## config.mk

```make
export PLATFORM = sky130hd
export DESIGN_NAME = regfile_wr_arbiter
export DESIGN_NICKNAME = d
export VERILOG_FILES = /design/src/rtl/regfile_wr_arbiter.sv
export SDC_FILE = /design/constraint.sdc
export NUM_CORES = 1
export LEC_CHECK = 0
export ABC_AREA = 1
export CAP_MARGIN = 20
export CORE_ASPECT_RATIO = 2
export CORE_MARGIN = 5
export CORE_UTILIZATION = 52
export CTS_CLUSTER_SIZE = 8
export DETAILED_ROUTE_END_ITERATION = 10
export GPL_TIMING_DRIVEN = 0
export PLACE_DENSITY = 0.85
export SYNTH_ARGS = -nofsm -noshare
export SYNTH_HDL_FRONTEND = slang
export SYNTH_SLANG_ARGS = --single-unit
```

## constraint.sdc

```tcl
create_clock -name clk -period 11.43 [get_ports clk]
set_input_delay 2.286 -clock clk [delete_from_list [all_inputs] [get_ports clk]]
set_output_delay 2.286 -clock clk [all_outputs]
set_load 0.02 [all_outputs]
```

## src/rtl/regfile_wr_arbiter.sv

```systemverilog
// Register-file write-port arbiter: one-entry buffer per requester (A, B), one grant per cycle,
// registered port outputs. Defining REGFILE_WR_ARB_RR_EN selects round-robin, otherwise A has fixed priority.
module regfile_wr_arbiter #(
   parameter int DATA_W = 32,
   parameter int ADDR_W = 5
) (
   input  logic              clk,
   input  logic              reset,
   input  logic              a_valid,
   output logic              a_ready,
   input  logic [ADDR_W-1:0] a_addr,
   input  logic [DATA_W-1:0] a_data,
   input  logic              b_valid,
   output logic              b_ready,
   input  logic [ADDR_W-1:0] b_addr,
   input  logic [DATA_W-1:0] b_data,
   output logic              wr_en,
   output logic [ADDR_W-1:0] wr_addr,
   output logic [DATA_W-1:0] wr_data,
   output logic              idle
);

   logic              full_a_q, full_a_d, full_b_q, full_b_d;
   logic [ADDR_W-1:0] addr_a_q, addr_a_d, addr_b_q, addr_b_d;
   logic [DATA_W-1:0] data_a_q, data_a_d, data_b_q, data_b_d;
   logic              wr_en_q, wr_en_d;
   logic [ADDR_W-1:0] wr_addr_q, wr_addr_d;
   logic [DATA_W-1:0] wr_data_q, wr_data_d;
   logic              grant_a, grant_b;

`ifdef REGFILE_WR_ARB_RR_EN
   // last_q = 1 means B won the most recent contended cycle; reset value lets A win first.
   logic last_q, last_d;

   always_comb begin
      grant_a = full_a_q && (!full_b_q || last_q);
      grant_b = full_b_q && (!full_a_q || !last_q);
      last_d  = last_q;
      if (full_a_q && full_b_q) last_d = grant_b;
   end

   always_ff @(posedge clk or posedge reset) begin
      if (reset) last_q <= 1'b1;
      else       last_q <= last_d;
   end
`else
   always_comb begin
      grant_a = full_a_q;
      grant_b = full_b_q && !full_a_q;
   end
`endif

   // Handshake: a write transfers on an edge where x_valid && x_ready; x_ready comes only from
   // registered state and is high when the buffer is empty or is being drained this cycle.
   assign a_ready = !full_a_q || grant_a;
   assign b_ready = !full_b_q || grant_b;

   always_comb begin
      full_a_d = full_a_q;
      addr_a_d = addr_a_q;
      data_a_d = data_a_q;
      if (a_valid && a_ready) begin
         full_a_d = 1'b1;
         addr_a_d = a_addr;
         data_a_d = a_data;
      end else if (grant_a) begin
         full_a_d = 1'b0;
      end
   end

   always_comb begin
      full_b_d = full_b_q;
      addr_b_d = addr_b_q;
      data_b_d = data_b_q;
      if (b_valid && b_ready) begin
         full_b_d = 1'b1;
         addr_b_d = b_addr;
         data_b_d = b_data;
      end else if (grant_b) begin
         full_b_d = 1'b0;
      end
   end

   // An x0 grant still updates address/data but never raises the strobe.
   always_comb begin
      wr_en_d   = 1'b0;
      wr_addr_d = wr_addr_q;
      wr_data_d = wr_data_q;
      if (grant_a) begin
         wr_en_d   = |addr_a_q;
         wr_addr_d = addr_a_q;
         wr_data_d = data_a_q;
      end else if (grant_b) begin
         wr_en_d   = |addr_b_q;
         wr_addr_d = addr_b_q;
         wr_data_d = data_b_q;
      end
   end

   always_ff @(posedge clk or posedge reset) begin
      if (reset) begin
         full_a_q  <= 1'b0;
         addr_a_q  <= '0;
         data_a_q  <= '0;
         full_b_q  <= 1'b0;
         addr_b_q  <= '0;
         data_b_q  <= '0;
         wr_en_q   <= 1'b0;
         wr_addr_q <= '0;
         wr_data_q <= '0;
      end else begin
         full_a_q  <= full_a_d;
         addr_a_q  <= addr_a_d;
         data_a_q  <= data_a_d;
         full_b_q  <= full_b_d;
         addr_b_q  <= addr_b_d;
         data_b_q  <= data_b_d;
         wr_en_q   <= wr_en_d;
         wr_addr_q <= wr_addr_d;
         wr_data_q <= wr_data_d;
      end
   end

   assign wr_en   = wr_en_q;
   assign wr_addr = wr_addr_q;
   assign wr_data = wr_data_q;
   assign idle    = !full_a_q && !full_b_q && !wr_en_q;

endmodule

```

==> flow_summary.ini <==
[floorplanning]
coreArea_sq_mm = 0.008588
die-width_um = 76.20
die_area_sq_mm = 0.01085
rows = 48
pin_count = 119
die_h_um = 142.4
start_util_pct = 53.07

[critical_path]
path_common_cell = buf_2
crit_family = buffers and inverters
critical_path_class = reg2out
critical_path_arrival_ns = 2.22
path_cells = buf_2 > buf_2 > buf_2 > nor3_1 > clkdlybuf4s50_1
end_kind = output pin
crit_slowest_cell = clkdlybuf4s50_1
critPathMaxStageDelay_ns = 0.67
path_buf_inv = 4
critPathRequiredTime_ns = 9.14
worst-path-max-fanout = 10
start_kind = flop

[job]
maxCapViolCount = 0

[detailed_routing]
wl_per_cell_um = 16.97
vias = 3772
drtAntennaViolNets = 0
vias_per_cell = 5.320
drc = 0
first_iter_violations = 161
drt-total-wl_um = 12030
firstDrtPassIters = 4

[synth]
ys_seq_elements = 114
synth_cells = 459
syn_area_per_cell_sq_um = 9.931
synth_cell_types = 15
ys_warn_count = 0
synth-seq-area-share_pct = 62.59
synth_nets = 537
synth_area_sq_mm = 0.004558

[grt]
grt_pass1_wl_um = 19550
track_usage_pct = 23.16
grt_max_degree = 62
grt-ovfl-total = 0
first_global_vias = 4154
antenna_found_initial = 0

[worst_hold_path]
min_path_type = reg2reg

[clocking]
htree_levels = 4
clkSinkCount = 114
cts_resized = 0
cts_made_buffers = 17
root_buffer = clkbuf_16
clock_latency_ns = 0.41
post_cts_buffers = 0
cts_tree = done
cts_hold_buf = 0
cts_buffer_depth = 2
path_clk_slew_ns = 0.05

[sta]
fmax_ghz = 0.2218
whs_ns = 0.4687
relSlewSlack_pct = 49.87
fin_crit_ns = 4.508
finalSetupTns_ns = 0
worstMarginPinSlew_ns = 0.7520
rsz0062_at_grt = false
hold_violations = 0
finClkSkew_ns = 0.006882
slew_viol_final = 0
setup_viol = 0
finalCritPeriodShare_pct = 39.44

[cells_and_area]
antenna_cells = 0
nets = 674
final_cell_mix = nand2_1 (192), clkdlybuf4s50_1 (117), dfrtp_1 (114)
final_cell_area_sq_mm = 0.006422
area_growth_pct = 40.90
final_common_cell = nand2_1
drive_above_1_share_pct = 14.45

[pwr]
p_seq_share_pct = 42.2
peakVddDrop_uv = 157.0
internal-power_w = 0.0008545
netSwitchingPower_w = 0.0003014
power_density_mw_per_mm2 = 180.0
combPwrFrac_pct = 16.7
leakage_nw = 3.031
clockPowerShare_pct = 41.1
p_sw_share_pct = 26.07

[place]
port_buffers = 117
hpwl_um = 8574
gp_congestion = 0.8294
place_area_sq_mm = 0.005884

[status]
status = finished, final reports clean
## state kept, by name (all words and copies together) (netlist names)
signal    flops
data_a_q     32
wr_en         1
wr_addr       5
addr_a_q      5
full_a_q      1
addr_b_q      5
data_b_q     32
full_b_q      1
wr_data      32
## stage by stage
step	worst slack, ns	power, W	std cells	util (%)
floorplan	6.128	0.0005863	459	-
global placement	4.755	0.0006774	676	68.17
detailed placement	7.363	0.0006866	677	68.52
CTS	6.917	0.001161	709	74.78
global route	6.846	0.001202	709	74.78
finish	6.922	0.001156	709	74.78
## Yosys cell counts
library cell,count,area (sq um)
inv_1,3,11.26
o21ai_0,1,5.000
buf_1,1,3.750
clkbuf_1,6,22.52
nor3_1,1,5.000
dfrtp_1,114,2853
buf_4,4,30.03
nor2_2,1,6.260
conb_1,1,3.750
nand3_1,75,375.4
nand3b_1,1,7.510
buf_2,18,90.09
nand2_1,192,720.7
mux2_2,36,405.4
nor2_1,5,18.77
## final cells by class
class | instances | area (sq um)
Buffer | 29 | 146.4
Clock buffer | 27 | 513.0
Clock inverter | 5 | 25.02
Fill cell | 602 | 2166
Inverter | 3 | 13.76
Multi-Input combinational cell | 313 | 1548
Sequential cell | 114 | 2853
Tap cell | 100 | 125.1
Timing Repair Buffer | 118 | 1199
## power by group through the flow
stage | Clock, W | Sequential [W] | Combinational (W)
global route | 0.000498 | 0.000494 | 0.000210
finish | 0.000475 | 0.000488 | 0.000193
detailed placement | 0 | 0.000493 | 0.000194
global placement | 0 | 0.000491 | 0.000187
floorplan | 0 | 0.000510 | 0.0000760
CTS | 0.000478 | 0.000487 | 0.000196
## path summary, 6_finish.rpt
path                                          start                        to  slack [ns]  depth (start not counted)
setup / recovery                 full_a_q$_DFF_PP0_                      idle        6.92                          5
hold / removal             data_b_q[16]$_DFFE_PP0P_  data_b_q[16]$_DFFE_PP0P_        0.47                          2
setup reg to reg                 full_a_q$_DFF_PP0_  data_b_q[12]$_DFFE_PP0P_        9.98                          6
hold reg to reg            data_b_q[16]$_DFFE_PP0P_  data_b_q[16]$_DFFE_PP0P_        0.47                          2
max in group asynchronous                     reset   data_a_q[1]$_DFFE_PP0P_        8.36                          3
min in group asynchronous                     reset   wr_data[18]$_DFFE_PP0P_        2.36                          2
## cell families after synthesis
family	share of synthesized area [%]
buffers and inverters	3.459
AOI/OAI and AO/OA	0.1097
and+or+nand+nor	24.87
muxes	8.894
other	0.08227
DFF	62.59
## worst register-to-register path: stages, from the launching register on
cell and delay, ns:
dfrtp_1 0.35, buf_2 0.15, nand2_1 0.13, buf_2 0.25, buf_2 0.25, nand3_1 0.13, nand2_1 0.12
## metal layers
layer  track usage [%]  vias to the layer above  share of wire (%)
li1                  -                     1759                  -
met1             23.47                     1826                 35
met5                 0                        -                  0
met2             41.41                      147                 55
met3             5.894                       40                4.8
met4             15.12                        0                4.9
(Power assumes the default switching activity.)
